[src/rtl/acc_bank_pkg.sv]
// Shared constants and types for the Int1 accumulator/system-register bank.
package acc_bank_pkg;

  localparam int DW          = 32;
  localparam int NACC        = 16;
  localparam int NSYS        = 8;
  localparam int WEN_VLD_BIT = 4;

  typedef enum logic [1:0] {
    ST_IDLE = 2'b00,
    ST_XFER = 2'b01,
    ST_ACK  = 2'b10
  } host_st_e;

  typedef struct packed {
    logic          we;
    logic          sel;
    logic [3:0]    addr;
    logic [DW-1:0] wdata;
  } host_req_t;

endpackage

[src/rtl/acc_bank_host_if1.sv]
// Host/debug port: four-phase handshake FSM, request capture and read-data mux.
// state | meaning
// IDLE  | waiting for host_req, capturing we/sel/addr/wdata on entry to XFER
// XFER  | perform read or write; acc writes wait for a cycle free of pipeline/clear
// ACK   | ack high, hold until host drops req
module acc_bank_host_if1
  import acc_bank_pkg::*;
(
  input  logic                      clk,
  input  logic                      rst_n,
  input  logic                      host_req_i,
  input  logic                      host_we_i,
  input  logic                      host_sel_i,
  input  logic [3:0]                host_addr_i,
  input  logic [DW-1:0]             host_wdata_i,
  input  logic                      pipe_busy_i,
  input  logic [NACC-1:0][DW-1:0]   acc_i,
  input  logic [NSYS-1:0][DW-1:0]   sys_i,
  output logic                      acc_we_o,
  output logic                      sys_we_o,
  output logic [3:0]                wr_addr_o,
  output logic [DW-1:0]             wr_data_o,
  output logic                      host_ack_o,
  output logic [DW-1:0]             host_rdata_o
);

  host_st_e      state_q, state_d;
  host_req_t     req_q, req_d;
  logic          ack_q, ack_d;
  logic [DW-1:0] rdata_q, rdata_d;
  logic [DW-1:0] rd_mux;
  logic          in_xfer_wr;

  always_comb begin
    rd_mux = '0;
    if (req_q.sel) begin
      if (!req_q.addr[3]) rd_mux = sys_i[req_q.addr[2:0]];
    end else begin
      rd_mux = acc_i[req_q.addr];
    end
  end

  assign in_xfer_wr = (state_q == ST_XFER) && req_q.we;
  assign acc_we_o   = in_xfer_wr && !req_q.sel && !pipe_busy_i;
  // sysreg00/01 are hardware counters, so only 02..07 accept host data
  assign sys_we_o   = in_xfer_wr && req_q.sel && !req_q.addr[3] &&
                      (req_q.addr[2:0] >= 3'd2);
  assign wr_addr_o  = req_q.addr;
  assign wr_data_o  = req_q.wdata;

  always_comb begin
    state_d = state_q;
    req_d   = req_q;
    ack_d   = ack_q;
    rdata_d = rdata_q;
    unique case (state_q)
      ST_IDLE: begin
        if (host_req_i) begin
          req_d.we    = host_we_i;
          req_d.sel   = host_sel_i;
          req_d.addr  = host_addr_i;
          req_d.wdata = host_wdata_i;
          state_d     = ST_XFER;
        end
      end
      ST_XFER: begin
        if (!req_q.we) begin
          rdata_d = rd_mux;
          state_d = ST_ACK;
          ack_d   = 1'b1;
        end else if (req_q.sel || !pipe_busy_i) begin
          state_d = ST_ACK;
          ack_d   = 1'b1;
        end
      end
      ST_ACK: begin
        if (!host_req_i) begin
          state_d = ST_IDLE;
          ack_d   = 1'b0;
        end
      end
      default: begin
        state_d = ST_IDLE;
        ack_d   = 1'b0;
      end
    endcase
  end

  always_ff @(posedge clk or negedge rst_n) begin
    if (!rst_n) begin
      state_q <= ST_IDLE;
      req_q   <= '0;
      ack_q   <= 1'b0;
      rdata_q <= '0;
    end else begin
      state_q <= state_d;
      req_q   <= req_d;
      ack_q   <= ack_d;
      rdata_q <= rdata_d;
    end
  end

  assign host_ack_o   = ack_q;
  assign host_rdata_o = rdata_q;

endmodule

[src/rtl/acc_bank1.sv]
// Int1 accumulator and system-register file: pipeline write port, bulk clear,
// cycle/write counters and a host debug port.
module acc_bank1 #(
  parameter int DW   = acc_bank_pkg::DW,
  parameter int NACC = acc_bank_pkg::NACC,
  parameter int NSYS = acc_bank_pkg::NSYS
) (
  input  logic          clk_i_accbank,
  input  logic          rst_n_i_accbank,
  input  logic [4:0]    acc_wen_vctr_i_accbank,
  input  logic [DW-1:0] acc_wdata_i_accbank,
  input  logic          clr_i_accbank,
  input  logic          host_req_i_accbank,
  input  logic          host_we_i_accbank,
  input  logic          host_sel_i_accbank,
  input  logic [3:0]    host_addr_i_accbank,
  input  logic [DW-1:0] host_wdata_i_accbank,
  output logic          host_ack_o_accbank,
  output logic [DW-1:0] host_rdata_o_accbank,
  output logic [DW-1:0] acc00_o_accbank,
  output logic [DW-1:0] acc01_o_accbank,
  output logic [DW-1:0] acc02_o_accbank,
  output logic [DW-1:0] acc03_o_accbank,
  output logic [DW-1:0] acc04_o_accbank,
  output logic [DW-1:0] acc05_o_accbank,
  output logic [DW-1:0] acc06_o_accbank,
  output logic [DW-1:0] acc07_o_accbank,
  output logic [DW-1:0] acc08_o_accbank,
  output logic [DW-1:0] acc09_o_accbank,
  output logic [DW-1:0] acc10_o_accbank,
  output logic [DW-1:0] acc11_o_accbank,
  output logic [DW-1:0] acc12_o_accbank,
  output logic [DW-1:0] acc13_o_accbank,
  output logic [DW-1:0] acc14_o_accbank,
  output logic [DW-1:0] acc15_o_accbank,
  output logic [DW-1:0] sysreg00_o_accbank,
  output logic [DW-1:0] sysreg01_o_accbank,
  output logic [DW-1:0] sysreg02_o_accbank,
  output logic [DW-1:0] sysreg03_o_accbank,
  output logic [DW-1:0] sysreg04_o_accbank,
  output logic [DW-1:0] sysreg05_o_accbank,
  output logic [DW-1:0] sysreg06_o_accbank,
  output logic [DW-1:0] sysreg07_o_accbank
);

  import acc_bank_pkg::*;

  logic [NACC-1:0][DW-1:0] acc_q, acc_d;
  logic [NSYS-1:2][DW-1:0] gp_q, gp_d;
  logic [DW-1:0]           cyc_q, cyc_d;
  logic [DW-1:0]           wr_cnt_q, wr_cnt_d;
  logic [NSYS-1:0][DW-1:0] sys_view;

  logic          pipe_wr;
  logic [3:0]    pipe_idx;
  logic          host_acc_we, host_sys_we;
  logic [3:0]    host_wr_addr;
  logic [DW-1:0] host_wr_data;

  assign pipe_wr  = acc_wen_vctr_i_accbank[WEN_VLD_BIT];
  assign pipe_idx = acc_wen_vctr_i_accbank[WEN_VLD_BIT-1:0];
  assign sys_view = {gp_q, wr_cnt_q, cyc_q};

  acc_bank_host_if1 u_host_if (
    .clk          (clk_i_accbank),
    .rst_n        (rst_n_i_accbank),
    .host_req_i   (host_req_i_accbank),
    .host_we_i    (host_we_i_accbank),
    .host_sel_i   (host_sel_i_accbank),
    .host_addr_i  (host_addr_i_accbank),
    .host_wdata_i (host_wdata_i_accbank),
    .pipe_busy_i  (pipe_wr | clr_i_accbank),
    .acc_i        (acc_q),
    .sys_i        (sys_view),
    .acc_we_o     (host_acc_we),
    .sys_we_o     (host_sys_we),
    .wr_addr_o    (host_wr_addr),
    .wr_data_o    (host_wr_data),
    .host_ack_o   (host_ack_o_accbank),
    .host_rdata_o (host_rdata_o_accbank)
  );

  // Clear beats the pipeline, which beats the host; host_acc_we is already
  // masked by pipe_busy so the host never collides with either.
  always_comb begin
    acc_d = acc_q;
    if (clr_i_accbank) begin
      acc_d = '0;
    end else if (pipe_wr) begin
      acc_d[pipe_idx] = acc_wdata_i_accbank;
    end else if (host_acc_we) begin
      acc_d[host_wr_addr] = host_wr_data;
    end
  end

  always_comb begin
    gp_d = gp_q;
    if (host_sys_we) gp_d[host_wr_addr[2:0]] = host_wr_data;
  end

  always_comb begin
    cyc_d    = cyc_q + 1'b1;
    wr_cnt_d = wr_cnt_q;
    if (pipe_wr && !clr_i_accbank && (wr_cnt_q != '1)) wr_cnt_d = wr_cnt_q + 1'b1;
  end

  always_ff @(posedge clk_i_accbank or negedge rst_n_i_accbank) begin
    if (!rst_n_i_accbank) begin
      acc_q    <= '0;
      gp_q     <= '0;
      cyc_q    <= '0;
      wr_cnt_q <= '0;
    end else begin
      acc_q    <= acc_d;
      gp_q     <= gp_d;
      cyc_q    <= cyc_d;
      wr_cnt_q <= wr_cnt_d;
    end
  end

  assign acc00_o_accbank = acc_q[0];
  assign acc01_o_accbank = acc_q[1];
  assign acc02_o_accbank = acc_q[2];
  assign acc03_o_accbank = acc_q[3];
  assign acc04_o_accbank = acc_q[4];
  assign acc05_o_accbank = acc_q[5];
  assign acc06_o_accbank = acc_q[6];
  assign acc07_o_accbank = acc_q[7];
  assign acc08_o_accbank = acc_q[8];
  assign acc09_o_accbank = acc_q[9];
  assign acc10_o_accbank = acc_q[10];
  assign acc11_o_accbank = acc_q[11];
  assign acc12_o_accbank = acc_q[12];
  assign acc13_o_accbank = acc_q[13];
  assign acc14_o_accbank = acc_q[14];
  assign acc15_o_accbank = acc_q[15];

  assign sysreg00_o_accbank = sys_view[0];
  assign sysreg01_o_accbank = sys_view[1];
  assign sysreg02_o_accbank = sys_view[2];
  assign sysreg03_o_accbank = sys_view[3];
  assign sysreg04_o_accbank = sys_view[4];
  assign sysreg05_o_accbank = sys_view[5];
  assign sysreg06_o_accbank = sys_view[6];
  assign sysreg07_o_accbank = sys_view[7];

endmodule

[config.mk]
export PLATFORM = sky130hd
export DESIGN_NAME = acc_bank1
export DESIGN_NICKNAME = d
export VERILOG_FILES = /design/src/rtl/acc_bank_pkg.sv /design/src/rtl/acc_bank_host_if1.sv /design/src/rtl/acc_bank1.sv
export SDC_FILE = /design/constraint.sdc
export NUM_CORES = 2
export LEC_CHECK = 0
export ABC_CLOCK_PERIOD_IN_PS = 4000
export CORE_UTILIZATION = 30
export DETAILED_ROUTE_END_ITERATION = 8
export SETUP_SLACK_MARGIN = 0.5
export SYNTH_ARGS = -nofsm -noshare
export SYNTH_HDL_FRONTEND = slang
export SYNTH_SLANG_ARGS = --single-unit
[constraint.sdc]
create_clock -name clk_i_accbank -period 4 [get_ports clk_i_accbank]
set_input_delay 0.8 -clock clk_i_accbank [delete_from_list [all_inputs] [get_ports clk_i_accbank]]
set_output_delay 0.8 -clock clk_i_accbank [all_outputs]
set_load 0.01 [all_outputs]
==> metrics.csv <==
metric,value,unit
status,completed,
Chip Width,377.5,µm
met1 GRT Util,38.97,%
Slew HR,5.392,%
largest net degree at the start of global routing,150,
WP data arrival,3.90,ns
"CTS clk-pin slew, worst paths",0.06,ns
Worst EP required,4.62,ns
RSZ-0062 raised after global routing,false,
Setup TNS,0,ns
Setup crit end kind,flop,
fraction of layout cells with a size suffix above 1,16.75,%
Layout Skew,0.01698,ns
Switch Pwr,13.92,mW
CP startpoint kind,flop,
Die Area,142500,µm²
Register Area,21060,µm²
R2R depth,6,
"area leader, netlist",dfrtp_1,
Initial Util,30.29,%
Final WS setup,0.7237,ns
final-report max-slew violation count,0,
via-per-instance ratio,6.010,
Seq cells post-synth,841,
most frequent cell after synthesis,dfrtp_1,
H-tree levels,3,
met3 Usage GRT,8.618,%
Vias,37890,
Mapped Cells,3580,
Max Freq,305.2,MHz
largest family of logic cells by synthesized area,compound AO/OA/AOI/OAI gates,
fillers,13380,
maximum vdd drop,390.8,µV
first-pass GRT wire length,295100,µm
Routed WL,212000,µm
Leakage,22.85,nW
final instance area,57270,µm²
share of the synthesized area in the top cell type,49.74,%
multiplexer share of the synthesized area,14.10,%
Syn Area/Cell,11.82,µm²
cts bufs inserted,99,
I/O pin total,880,
DP Area,53780,µm²
vias in the first global route,36540,
hold slack,0.5103,ns
Final min period,3.276,ns
Final Cycle Share,81.91,%
Detailed Route Iter0 Violations,3529,
"EDFF count, synth",0,
"top cells by area, synth","dfrtp_1 50%, o221ai_1 11%, o21a_1 9.1%, mux2_2 7.3%, mux2i_1 4.5%",
hold crit path type,flop to flop,
CTS tree,done,
Area Overhead vs Synth,35.36,%
Final setup viols,0,
Max-Cap Viols,0,
Final nets,4420,
GRT met2 Usage,43.49,%
Tightest Pin Transition,1.383,ns
CTS root buffer,clkbuf_16,
antenna violations before repair,15,
Reg power frac,33.3,%
row count,137,
DR DRC count,0,
Pint,20.98,mW
die extent in y,377.5,µm
total power draw,34.90,mW
power density cells,609.5,nW/µm²
Skew-Pair Late Insertion Delay,0.71,ns
core box area,139700,µm²
GP Congestion,0.9304,
Post-Syn Area,42310,µm²
multi-input logic area,19680,µm²
YS warnings,0,
syn_nets,3661,
WL/cell,33.63,µm
R2R Path End,u_host_if.host_rdata_o[4],
"Seq/Total Area, Yosys",49.74,%
WS Path Type,flop to flop,
dpl ws,0.3956,ns
worst hold path depth,1,
fraction of registers with async set/reset,100.0,%
CTS Sinks,841,
drt first pass iters,6,
Yosys cell types,47,
Synth Area in Adders,0.05914,%
XOR/XNOR share of the synthesized area,1.201,%
# port buffers,879,
grt peak-use layer,met2,
"Max FO, Critical Path",41,
Fin. Hold Viols,0,
ANT nets after route,0,
Comb power frac,39.1,%
gr ovfl total,0,
Bufs on Longest Clock Path,3,
GRT Overall Usage,28.95,%
hold path endpoint,acc09_o_accbank[5],
Worst R2R Start,u_host_if.wr_addr_o[0],
Simple-Gate Fraction of Synth Area,4.217,%
Sw Share,39.89,%
Clk pwr share,27.6,%
r2r setup slk,0.72,ns
most frequent cells after synthesis,"841 x dfrtp_1, 512 x o21a_1, 512 x o221ai_1",
Post-DP HPWL,155200,µm
Compound-Gate Fraction of Synth Area,26.40,%
Main synth FF type,dfrtp_1,
min-delay src,acc09_o_accbank[5],
## power groups by stage
stage / clock, mW / sequential [mW] / combinational, mW
2_1_floorplan: 0 / 11.3 / 6.53
3_3_place_gp: 0 / 11.7 / 13.3
3_5_place_dp: 0 / 11.7 / 13.4
4_1_cts: 9.78 / 11.6 / 13.6
5_1_grt: 10.1 / 11.7 / 14.4
6_report: 9.63 / 11.6 / 13.7
## area by class of cell
type	count	area share (%)
antenna	5	0.02185
clock buffer	152	5.272
clock inverter	34	0.7363
inverter	5	0.03277
multi-input combinational	2315	34.37
sequential	841	36.76
tap	1876	4.099
timing repair buffer	1077	18.71
## worst max-delay path, cell delays in order, from the launching register on
cell and delay, ns:
dfrtp_4 0.75, buf_12 0.31, buf_4 0.23, mux2i_1 0.08, a2111oi_0 1.18, a31oi_1 0.27, a31oi_1 0.27
## worst max path at each step
| stage | cells past startpoint | slack [ns] | startpoint | to |
|---|---|---|---|---|
| after floorplan | 6 | 1.63 | acc_wen_vctr_i_accbank[4] | acc04_o_accbank[23] |
| after CTS | 5 | 0.52 | u_host_if.wr_addr_o[0] | u_host_if.host_rdata_o[14] |
| after global placement | 5 | 0.35 | u_host_if.wr_addr_o[0] | u_host_if.host_rdata_o[14] |
| final | 6 | 0.72 | u_host_if.wr_addr_o[0] | u_host_if.host_rdata_o[4] |
| after global routing | 5 | 0.59 | u_host_if.wr_addr_o[0] | u_host_if.host_rdata_o[14] |
| after detailed placement | 5 | 0.40 | u_host_if.wr_addr_o[0] | u_host_if.host_rdata_o[14] |
## cell families (layout without fill, tap and decap cells)
family / count (synthesis) / after routing
mux: 519 / 519
fa+ha+maj: 2 / 2
xor+xnor: 58 / 58
compound gates: 1386 / 1386
flops: 841 / 841
other cells: 0 / 5
buf+inv: 424 / 1268
simple gates: 350 / 350
## per-layer routing
metal  up-vias  wire (µm)
met5         -         52
met3       375      20570
met4         8       8969
li1      15690          -
met2      2007      93450
met1     19820      89010
## timing repair
action	CTS	global route
pin swaps	1	1
endpoints found under the hold margin	19	0
hold buffers	1	0
setup endpoints to repair	1	1
buffers inserted	1	0
resized for setup	0	1
## cells in the final DEF, fill, tap and decap left out, types with 12 or more instances in the layout
cell type	netlist	final
clkdlybuf4s50_1	0	877
a31oi_1	75	75
nand3_1	33	23
mux2i_1	192	192
nand4_1	22	22
clkbuf_1	270	21
o22ai_1	32	32
buf_12	0	34
nor2_1	53	49
o221ai_1	512	512
nand2_2	0	15
mux2_1	21	21
buf_4	21	161
mux2_2	274	274
clkinv_2	0	16
o211ai_1	32	32
dfrtp_1	841	837
o21a_1	512	512
o41ai_4	15	15
a22oi_1	64	64
nand3_2	2	12
xnor2_1	42	42
nand2_1	113	98
a2111oi_0	32	20
a211oi_1	62	62
a21oi_1	38	38
clkbuf_8	0	30
and3_1	12	12
mux4_2	32	32
clkbuf_16	0	101
nor2b_1	75	71
xor2_1	16	16
## through the flow
| step | utilization [%] | cells |
|---|---|---|
| 4_1_cts | 40.98 | 6299 |
| 2_1_floorplan | - | 3580 |
| 6_report | 40.99 | 6305 |
| 5_1_grt | 40.99 | 6301 |
| 3_3_place_gp | 38.49 | 6111 |
| 3_5_place_dp | 38.49 | 6111 |
Power figures use the tool's default switching activity.
